### config.mk
export PLATFORM = sky130hd
export DESIGN_NAME = rom_case
export DESIGN_NICKNAME = d
export VERILOG_FILES = /design/src/rtl/rom_case.sv
export SDC_FILE = /design/constraint.sdc
export NUM_CORES = 1
export LEC_CHECK = 0
export ABC_AREA = 1
export ABC_CLOCK_PERIOD_IN_PS = 1270
export BUFFER_PORTS_ARGS = -buffer_cell sky130_fd_sc_hd__buf_2
export CORE_MARGIN = 1.5
export CORE_UTILIZATION = 30
export CTS_BUF_LIST = sky130_fd_sc_hd__clkbuf_8 sky130_fd_sc_hd__clkbuf_16
export DETAILED_ROUTE_END_ITERATION = 10
export GPL_TIMING_DRIVEN = 0
export MAX_ROUTING_LAYER = met4
export PLACE_DENSITY = 0.65
export SETUP_SLACK_MARGIN = 0.4
export SYNTH_ARGS = -nofsm -noshare
export SYNTH_HDL_FRONTEND = slang
export SYNTH_SLANG_ARGS = --single-unit
### constraint.sdc
create_clock -name clk -period 1.27 [get_ports clk]
set_clock_uncertainty 0.2 [all_clocks]
set_input_delay 0.1905 -clock clk [delete_from_list [all_inputs] [get_ports clk]]
set_output_delay 0.1905 -clock clk [all_outputs]
set_load 0.02 [all_outputs]
### src/rtl/rom_case.sv
// 256 x 64-bit read-only lookup with a one-cycle registered read.
// Words 0x00-0x0F are programmed; every other address returns a marker pattern.
module rom_case (
  input  logic        clk,
  input  logic        reset,
  input  logic [7:0]  address,
  output logic [63:0] out
);

  localparam logic [63:0] DEFAULT_WORD = 64'hDEAD_BEEF_DEAD_BEEF;
  localparam logic [63:0] RESET_WORD   = 64'h0000_0000_0000_0000;

  // Every address bit takes part in matching, so 0x1A and 0x0A do not alias.
  // An X/Z address matches no item and falls through to the default word.
  function automatic logic [63:0] rom_word(input logic [7:0] addr);
    logic [63:0] word;
    case (addr)
      8'h00:   word = 64'h0123_4567_89AB_CDEF;
      8'h01:   word = 64'h1111_1111_1111_1111;
      8'h02:   word = 64'h2222_2222_2222_2222;
      8'h03:   word = 64'h3333_3333_3333_3333;
      8'h04:   word = 64'h4444_4444_4444_4444;
      8'h05:   word = 64'h5555_5555_5555_5555;
      8'h06:   word = 64'h6666_6666_6666_6666;
      8'h07:   word = 64'h7777_7777_7777_7777;
      8'h08:   word = 64'h8888_8888_8888_8888;
      8'h09:   word = 64'h9999_9999_9999_9999;
      8'h0A:   word = 64'hAAAA_AAAA_AAAA_AAAA;
      8'h0B:   word = 64'hBBBB_BBBB_BBBB_BBBB;
      8'h0C:   word = 64'hCCCC_CCCC_CCCC_CCCC;
      8'h0D:   word = 64'hDDDD_DDDD_DDDD_DDDD;
      8'h0E:   word = 64'hEEEE_EEEE_EEEE_EEEE;
      8'h0F:   word = 64'hFFFF_FFFF_FFFF_FFFF;
      default: word = DEFAULT_WORD;
    endcase
    return word;
  endfunction

  // Stage p0: the only register; all-zero reset value is never a programmed word.
  always_ff @(posedge clk or posedge reset) begin
    if (reset)
      out <= RESET_WORD;
    else
      out <= rom_word(address);
  end

endmodule

==> metrics, run 1 <==
status finished with violations; failing checks hold timing, setup timing; unrepaired setup endpoints after global routing true; DR iter-0 viols 3; crit-path max FO 8; Largest register FFs 14; GR peak layer met2; Gate Count Post-Synth 96; Final Wtd Congestion 0.707; largest net degree at the start of global routing 15; max-slew violations 0; Peak VDD IR 533 uV; Place WS 0.151 ns; Final min period 1.39 ns; CTS tree built; Detailed Routing Iterations Pass 1 2; gr usage total 0.136; clk sinks 14; Post-Syn Area 872 sq um; Non-Filler Instances 203; CP max stage cell dfrtp_2; Core Util, Final 0.697; Starting Density 0.316; Power Total 1.04 mW; share of the synthesized area in the top cell type 0.430; met2 Track Usage GR 0.243; antenna violations before repair 0; Max-Cap Viols 0; fin worst setup slack -0.115 ns; Crit path buffers/inverters 2; top cells by area, synth buf_4 (43%), dfrtp_1 (40%), nor2_2 (4.3%); Setup Buffers After CTS 0; endpoints failing hold 21; Placed Area 1390 sq um; syn_area_per_cell 9.08 sq um; top flop regs out (14); Final nets 184; deepest clock path buffer count 2; vias in the first global route 703; Synth warnings 0; cell repeated most along the worst path buf_6; Leakage 0.952 nW; global-route wire length before repair 3.22 mm; ANT nets after route 0; Yosys cell types 8; Area growth syn-to-layout 121%; CP Depth 2; CP startpoint kind register; row count 19; Worst-Margin Slew 0.509 ns; Slew HR 0.660; full die area 3240 sq um; global route total overflow 0; Inst Count DP 200; share of cells above drive strength 1 0.855; hold crit path type input pin to asynchronous set/reset pin; worst stage delay on the critical path 0.49 ns; DRC Markers 0; WS Path Type register to output pin; worst path arrival time 0.99 ns; Non-Filler Cell Area, Final 1920 sq um; setup violators final 50; Synthesized Nets 106; diode count 0; root buffer cell clkbuf_8; met1 Use GR 0.128; CP Capture Type output pin; vias per cell 3.91; fin crit share 1.09; Most flops, register out; #FFs+latches synth 14; clock-pin slew on the worst setup and hold paths 0.05 ns; Cell Chain, Critical Path buf_6 -> buf_6; boundary pin count 74; detailed placer's ending HPWL 1.48 mm; Seq/Total Area, Yosys 0.402; final WL 2.20 mm; WHS -0.233 ns; wire length per cell 10.8 microns; crit-path leading delay family flip-flops; Crit path required time 0.88 ns; vias post-DR 794; Die W 56.9 microns; power per cell area 541 nW/um^2; core area 2760 sq um; H-tree levels 1; number of buffers created by CTS 3; Fmax 722 MHz; M3 GR Usage 0.0461; Yosys top cell by area buf_4; die height 56.9 microns; number of port buffers 73
final cells by class:
type                            count  area, sq um
Fill cell                         201          835
Timing Repair Buffer               73          756
Buffer                             50          563
Sequential cell                    14          368
Multi-Input combinational cell     23          123
Clock buffer                        3         41.3
Tap cell                           31         38.8
Inverter                            9         33.8
power breakdown:
part / leakage, nW / internal, mW / switching [mW]
clock: 0.0216 / 0.209 / 0.137
sequential: 0.142 / 0.455 / 0.0144
combinational: 0.788 / 0.122 / 0.102
total: 0.952 / 0.786 / 0.253
worst paths after layout:
kind	from	end	slack (ns)
max in group asynchronous	reset	out[60]$_DFF_PP0_	0.73
worst min-delay path	reset	out[42]$_DFF_PP0_	-0.23
worst max-delay path	out[59]$_DFF_PP0_	out[59]	-0.12
min in group clk	address[3]	out[59]$_DFF_PP0_	-0.03
stage by stage:
step | hold slack (ns) | TNS (ns)
global placement | 0.0434 | 0
global route | -0.178 | -5.58
floorplan | -0.120 | 0
detailed placement | 0.0579 | 0
CTS | -0.204 | -3.56
finish | -0.233 | -3.72
cells by family after synthesis:
logic type,count (synthesis),synth area share
buf+inv,59,0.469
simple gates,20,0.112
flops,14,0.402
compound gates,3,0.0172
synthesized netlist by cell type:
cell     instances
nand2_4          1
nor2_1           5
buf_4           50
inv_1            9
nor2_2           6
dfrtp_1         14
a21oi_1          3
nand2_1          8
cells in the final DEF, fill, tap and decap left out:
master	count
buf_6	112
dfrtp_2	14
buf_2	10
inv_1	9
nand2_1	8
nor2_1	5
nor2_2	4
a21oi_1	3
clkbuf_8	3
nor2_4	2
nand2_4	1
buf_4	1
repair_timing:
item | in CTS | in global routing
pin swaps | 0 | 0
resized for setup | 118 | 33
cloned | 0 | 0
setup endpoints to repair | 64 | 64
hold endpoints to repair | 21 | 21
per-layer routing:
layer | wire (microns) | up-vias | share of wire
li1 | - | 386 | -
met1 | 683 | 366 | 0.31
met2 | 1310 | 37 | 0.60
met3 | 159 | 5 | 0.072
met4 | 41 | 0 | 0.019
met5 | 0 | - | 0
No activity file was read; power rests on OpenSTA's default activity.
==> run 2, diff against run 1 <==
--- a/config.mk
+++ b/config.mk
@@ -5,16 +5,15 @@
 export SDC_FILE = /design/constraint.sdc
 export NUM_CORES = 1
 export LEC_CHECK = 0
-export ABC_AREA = 1
 export ABC_CLOCK_PERIOD_IN_PS = 1270
 export BUFFER_PORTS_ARGS = -buffer_cell sky130_fd_sc_hd__buf_2
 export CORE_MARGIN = 1.5
-export CORE_UTILIZATION = 30
+export CORE_UTILIZATION = 40
 export CTS_BUF_LIST = sky130_fd_sc_hd__clkbuf_8 sky130_fd_sc_hd__clkbuf_16
 export DETAILED_ROUTE_END_ITERATION = 10
 export GPL_TIMING_DRIVEN = 0
 export MAX_ROUTING_LAYER = met4
-export PLACE_DENSITY = 0.65
+export PLACE_DENSITY = 0.83
 export SETUP_SLACK_MARGIN = 0.4
 export SYNTH_ARGS = -nofsm -noshare
 export SYNTH_HDL_FRONTEND = slang
==> metrics, run 2 <==
deepest clock path buffer count 2 (unchanged); top_reg_cell synth dfrtp_1; Seq/Total Area, Yosys 0.399 (-0.00229); Synth warnings 0 (unchanged); Starting Density 0.434 (+0.118); complex-gate fraction of the synthesized area 0.0357 (+0.0184); row count 16 (-3); largest family of logic cells by synthesized area buffers and inverters; Post-synth top cells buf_4 (51), dfrtp_1 (14); Synthesized Nets 95 (-10%); clk sinks 14 (unchanged); Die W 49.8 microns (-12%); #FFs+latches synth 14 (unchanged); Async SR Flop Fraction 1.00 (unchanged); Post-Syn Area 877 sq um (+0.57%); Gate Count Post-Synth 85 (-11%); root buffer cell clkbuf_8; Final Wtd Congestion 0.805 (+14%); Yosys top cell by area buf_4; area share of xor/xnor cells in the synthesized design 0 (unchanged); Post-CTS Resized 150 (+27%); share of the synthesized area in the top cell type 0.437 (+0.00610); stop err [ERROR DPL-0033] detailed placement checks failed during check placement.; Setup Buffers After CTS 1 (+1); simple logic cell fraction of the synthesized area 0.120 (+0.00792); adder-cell share of the synthesized area 0 (unchanged); Halt Stage 4_1_cts; Yosys cell types 12 (+4); die height 49.8 microns (-12%); status stopped before the end; cell with the most instances after synthesis buf_4; number of port buffers 73 (unchanged); syn_area_per_cell 10.3 sq um (+14%); detailed placer's ending HPWL 1.55 mm (+4.7%); post-synthesis mux area share 0 (unchanged); Post-synth EDFFs 0 (unchanged); boundary pin count 74 (unchanged); H-tree levels 1 (unchanged); number of buffers created by CTS 3 (unchanged); top cells by area, synth buf_4 (44%), dfrtp_1 (40%), or3b_1 (3.0%)
## run 2: logic make-up after synthesis
group | after synthesis
buffers and inverters | 53
AO/OA/AOI/OAI | 4
flip-flops | 14
AND/OR/NAND/NOR | 14
## run 2: per-stage QoR
| step | utilization | area (sq um) | instances | worst slack (ns) | TNS (ns) |
|---|---|---|---|---|---|
| 2_1_floorplan | - | 1030 | 85 | 0.104 | 0 |
| 3_3_place_gp | 0.707 | 1430 | 185 | -0.0746 | -0.230 |
| 3_5_place_dp | 0.707 | 1430 | 185 | -0.104 | -0.322 |
==> run 3, diff against run 2 <==
==> config.mk (replaced) <==
export PLATFORM = sky130hd
export DESIGN_NAME = rom_case
export DESIGN_NICKNAME = d
export VERILOG_FILES = /design/src/rtl/rom_case.sv
export SDC_FILE = /design/constraint.sdc
export NUM_CORES = 1
export LEC_CHECK = 0
export ABC_CLOCK_PERIOD_IN_PS = 1270
export BUFFER_PORTS_ARGS = -buffer_cell sky130_fd_sc_hd__buf_2
export CORE_AREA = 2 2 63 65
export DETAILED_ROUTE_END_ITERATION = 10
export DIE_AREA = 0 0 65 67
export GPL_TIMING_DRIVEN = 0
export PLACE_DENSITY_LB_ADDON = 0.15
export SYNTH_ARGS = -nofsm -noshare
export SYNTH_HDL_FRONTEND = slang
export SYNTH_SLANG_ARGS = --single-unit
==> metrics, run 3 <==
Detailed Routing Iterations Pass 1 4; Post-Syn Area 877 sq um (unchanged); final WL 2.23 mm; Setup Buffers After CTS 0 (-1); largest net degree at the start of global routing 15; H-tree levels 1 (unchanged); worst path arrival time 0.98 ns; Inst Count DP 206 (+11%); setup violators final 48; Synthesized Nets 95 (unchanged); clock-pin slew on the worst setup and hold paths 0.06 ns; highest-count cells in the layout ignoring fill and taps buf_6 (100), buf_2 (17), dfrtp_2 (9); number of port buffers 73 (unchanged); crit-path max FO 8; unrepaired setup endpoints after global routing true; Yosys cell types 12 (unchanged); top cells by area, synth buf_4 (44%), dfrtp_1 (40%), or3b_1 (3.0%); fin crit share 1.08; DRC Markers 0; Most flops, register out; commonest non-fill, non-tap cell in the layout buf_6; top flop regs out (14); M3 GR Usage 0.0101; Area growth syn-to-layout 111%; Place WS -0.120 ns (-0.0163 ns); status finished with violations; power per cell area 557 nW/um^2; detailed placer's ending HPWL 1.55 mm (-0.14%); Seq/Total Area, Yosys 0.399 (unchanged); vias per cell 3.66; max-slew violations 0; Peak VDD IR 250 uV; Fmax 728 MHz; core area 3610 sq um; Placed Area 1300 sq um (-8.8%); clk sinks 14 (unchanged); Hold Crit Start address[3]; WHS Endpoint out[59]$_DFF_PP0_; WHS 0.0147 ns; Leakage 0.898 nW; #FFs+latches synth 14 (unchanged); worst stage delay on the critical path 0.48 ns; root buffer cell clkbuf_8; Cell Chain, Critical Path buf_6 -> buf_6; cell with the most instances after synthesis buf_4; vias post-DR 754; Non-Filler Cell Area, Final 1850 sq um; CP Capture Type output pin; global route total overflow 0; worst hold path depth 3; Starting Density 0.243 (-0.191); Final min period 1.37 ns; endpoints failing hold 0; share of the synthesized area in the top cell type 0.437 (unchanged); boundary pin count 74 (unchanged); crit-path leading delay family flip-flops; deepest clock path buffer count 2 (unchanged); Die W 65 microns (+30%); Crit path required time 0.88 ns; row count 22 (+6); cell repeated most along the worst path buf_6; Final nets 170; vias in the first global route 668; global-route wire length before repair 3.27 mm; WS Path Type register to output pin; number of buffers created by CTS 3 (unchanged); Yosys top cell by area buf_4; full die area 4360 sq um; antenna violations before repair 0; share of cells above drive strength 1 0.842; DR iter-0 viols 5; gr usage total 0.101; CP max stage cell dfrtp_2; fin worst setup slack -0.103 ns; Largest register FFs 14; Slew HR 0.643; Async SR Flop Fraction 1.00 (unchanged); Crit path buffers/inverters 2; Non-Filler Instances 206; failing checks setup timing; GR peak layer met2; Post-synth EDFFs 0 (unchanged); Final Wtd Congestion 0.681 (-15%); Post-synth top cells buf_4 (51), dfrtp_1 (14); top_reg_cell synth dfrtp_1; CTS tree built; Max-Cap Viols 0; CP startpoint kind register; Gate Count Post-Synth 85 (unchanged); ANT nets after route 0; Synth warnings 0 (unchanged); syn_area_per_cell 10.3 sq um (unchanged); Worst-Margin Slew 0.535 ns; hold crit path type input pin to register; die height 67 microns (+34%); met2 Track Usage GR 0.200; diode count 0; wire length per cell 10.8 microns; met1 Use GR 0.102
## run 3: cell counts after synthesis
No cell type changed its count.
## run 3: cell type report
class	instances	area, sq um
fillers	319	1760
multi-input cells	18	136
flip-flops and latches	14	362
inverters	2	7.51
well taps	48	60.1
plain buffers	47	526
clock buffers	3	41.3
repair buffers	74	718
## run 3: timing repair
action | 4_1_cts | 5_1_grt
hold endpoints to repair | 14 | 0
resized for setup | 123 | 42
setup endpoints to repair | 52 | 59
pin swaps | 0 | 0
hold buffers | 1 | 0
## run 3: worst max path at each step
| stage | start | end | slack, ns | cells after the start |
|---|---|---|---|---|
| 2_1_floorplan | address[5] | out[42]$_DFF_PP0_ | 0.10 | 2 |
| 3_3_place_gp | address[5] | out[42]$_DFF_PP0_ | -0.10 | 3 |
| 3_5_place_dp | address[5] | out[42]$_DFF_PP0_ | -0.12 | 3 |
| 4_1_cts | out[31]$_DFF_PP0_ | out[7] | -0.11 | 2 |
| 5_1_grt | out[59]$_DFF_PP0_ | out[43] | -0.14 | 2 |
| 6_report | out[31]$_DFF_PP0_ | out[31] | -0.10 | 2 |
## run 3: metrics by stage
stage | TNS (ns) | total power, mW | utilization
6_report | -3.37 | 1.03 | 0.513
5_1_grt | -5.20 | 1.08 | 0.513
4_1_cts | -3.27 | 1.02 | 0.483
3_5_place_dp | -0.411 | 0.630 | 0.361
3_3_place_gp | -0.357 | 0.628 | 0.361
2_1_floorplan | 0 | 0.568 | -
## run 3: cell families after synthesis
kind of cell,synth area share
flops,0.399
simple gates,0.120
compound gates,0.0357
buf+inv,0.445
## run 3: layer usage
layer | share of wire | up-vias
met1 | 0.31 | 348
met3 | 0.048 | 2
met2 | 0.63 | 38
li1 | - | 366
met5 | 0 | -
met4 | 0.012 | 0
## run 3: power by group
part | internal [mW] | total [mW] | switching (mW)
logic | 0.116 | 0.212 | 0.0964
registers | 0.455 | 0.468 | 0.0133
clock network | 0.209 | 0.351 | 0.142
total | 0.780 | 1.03 | 0.252
==> run 4, diff against run 3 <==
--- a/config.mk
+++ b/config.mk
@@ -11,7 +11,6 @@
 export DETAILED_ROUTE_END_ITERATION = 10
 export DIE_AREA = 0 0 65 67
 export GPL_TIMING_DRIVEN = 0
-export PLACE_DENSITY_LB_ADDON = 0.15
 export SYNTH_ARGS = -nofsm -noshare
 export SYNTH_HDL_FRONTEND = slang
 export SYNTH_SLANG_ARGS = --single-unit
==> metrics, run 4 (same netlist as run 3, synthesis figures left out) <==
status finished with violations; failing checks setup timing; power per cell area 554 nW/um^2 (-0.58%); Worst-Margin Slew 0.491 ns (-0.0443 ns); Final min period 1.38 ns (+0.00288 ns); Final nets 171 (+0.59%); DRC Markers 0 (unchanged); max-slew violations 0 (unchanged); final WL 2.28 mm (+2.2%); die height 67 microns (unchanged); boundary pin count 74 (unchanged); ANT nets after route 0 (unchanged); clock-pin slew on the worst setup and hold paths 0.05 ns (about the same); Peak VDD IR 203 uV (-19%); CTS tree built; global route total overflow 0 (unchanged); CP Capture Type output pin; Most flops, register out; Place WS -0.0827 ns (+0.0371 ns); commonest non-fill, non-tap cell in the layout buf_6; fin worst setup slack -0.106 ns (-0.00288 ns); crit-path max FO 8 (unchanged); Area growth syn-to-layout 111% (unchanged); worst hold path depth 2 (-1); hold crit path type input pin to register; setup violators final 48 (unchanged); highest-count cells in the layout ignoring fill and taps buf_6 (97), buf_2 (17), dfrtp_2 (10); deepest clock path buffer count 2 (unchanged); root buffer cell clkbuf_8; gr usage total 0.0985 (-0.00255); Starting Density 0.243 (unchanged); core area 3610 sq um (unchanged); full die area 4360 sq um (unchanged); vias post-DR 766 (+1.6%); share of cells above drive strength 1 0.843 (+0.000995); global-route wire length before repair 3.20 mm (-2.1%); Max-Cap Viols 0 (unchanged); Setup Buffers After CTS 0 (unchanged); detailed placer's ending HPWL 1.49 mm (-3.9%); H-tree levels 1 (unchanged); Non-Filler Instances 207 (+0.49%); wire length per cell 11.0 microns (+1.7%); WS Path Type register to output pin; Crit path required time 0.88 ns (about the same); Slew HR 0.672 (+0.0296); diode count 0 (unchanged); unrepaired setup endpoints after global routing true; FILL cells 322 (+0.94%); number of port buffers 73 (unchanged); top flop regs out (14); worst path arrival time 0.99 ns (about the same); vias in the first global route 713 (+6.7%); vias per cell 3.70 (+1.1%); Leakage 0.898 nW (about the same); Die W 65 microns (unchanged); Detailed Routing Iterations Pass 1 4 (unchanged); fin crit share 1.08 (+0.00227); Largest register FFs 14 (unchanged); endpoints failing hold 0 (unchanged); Inst Count DP 206 (unchanged); CP startpoint kind register; clk sinks 14 (unchanged); row count 22 (unchanged); antenna violations before repair 0 (unchanged); DR iter-0 viols 9 (+4); Fmax 727 MHz (-0.21%); Final Wtd Congestion 0.583 (-14%); largest net degree at the start of global routing 15 (unchanged); number of buffers created by CTS 3 (unchanged)
## run 4: cell count changes in the layout (fill, tap and decap cells not counted), sizes merged
cell / change
dlygate4sd3: +1
## run 4: final cells by class
type,count,area (sq um),share of cell area
Clock buffer,3,41.3,0.0223
Multi-Input combinational cell,18,136,0.0737
Tap cell,48,60.1,0.0325
Buffer,47,514,0.278
Sequential cell,14,363,0.196
Inverter,2,7.51,0.00406
Timing Repair Buffer,75,728,0.394
## run 4: final timing paths
path	startpoint	end	slack (ns)
setup / recovery	out[31]$_DFF_PP0_	out[27]	-0.11
hold / removal	address[1]	out[57]$_DFF_PP0_	0.03
min in group asynchronous	reset	out[61]$_DFF_PP0_	0.33
max in group asynchronous	reset	out[62]$_DFF_PP0_	0.19
## run 4: repair_timing
action	4_1_cts	5_1_grt
pin swaps	0	0
endpoints found under the hold margin	15	0
endpoints found under the setup margin	53	58
cloned	0	0
resized for setup	117	46
hold buffers	2	0
## run 4: power by group
group / switching, mW / internal, mW / leakage (nW)
registers: 0.0132 / 0.455 / 0.148
logic: 0.0961 / 0.117 / 0.728
clock network: 0.135 / 0.209 / 0.0216
total: 0.244 / 0.781 / 0.898
## run 4: through the flow
| stage | util | setup TNS (ns) | area, sq um | power (mW) | hold slack [ns] |
|---|---|---|---|---|---|
| finish | 0.513 | -3.41 | 1850 | 1.03 | 0.0296 |
| global placement | 0.361 | -0.339 | 1300 | 0.628 | 0.0410 |
| floorplan | - | 0 | 877 | 0.568 | -0.120 |
| CTS | 0.477 | -3.54 | 1720 | 1.02 | 0.0227 |
| global route | 0.513 | -4.74 | 1850 | 1.07 | 0.0508 |
| detailed placement | 0.361 | -0.292 | 1300 | 0.629 | 0.0365 |
## run 4: critical path: stages (launching register included)
cell and delay, ns:
dfrtp_2 0.47, buf_4 0.16, buf_6 0.12
## run 4: layer usage
metal,up-vias,wire [microns],GRT usage
li1,366,-,-
met1,354,755,0.0941
met2,41,1320,0.193
met3,5,138,0.0101
met4,0,65,0.0718
met5,-,0,0
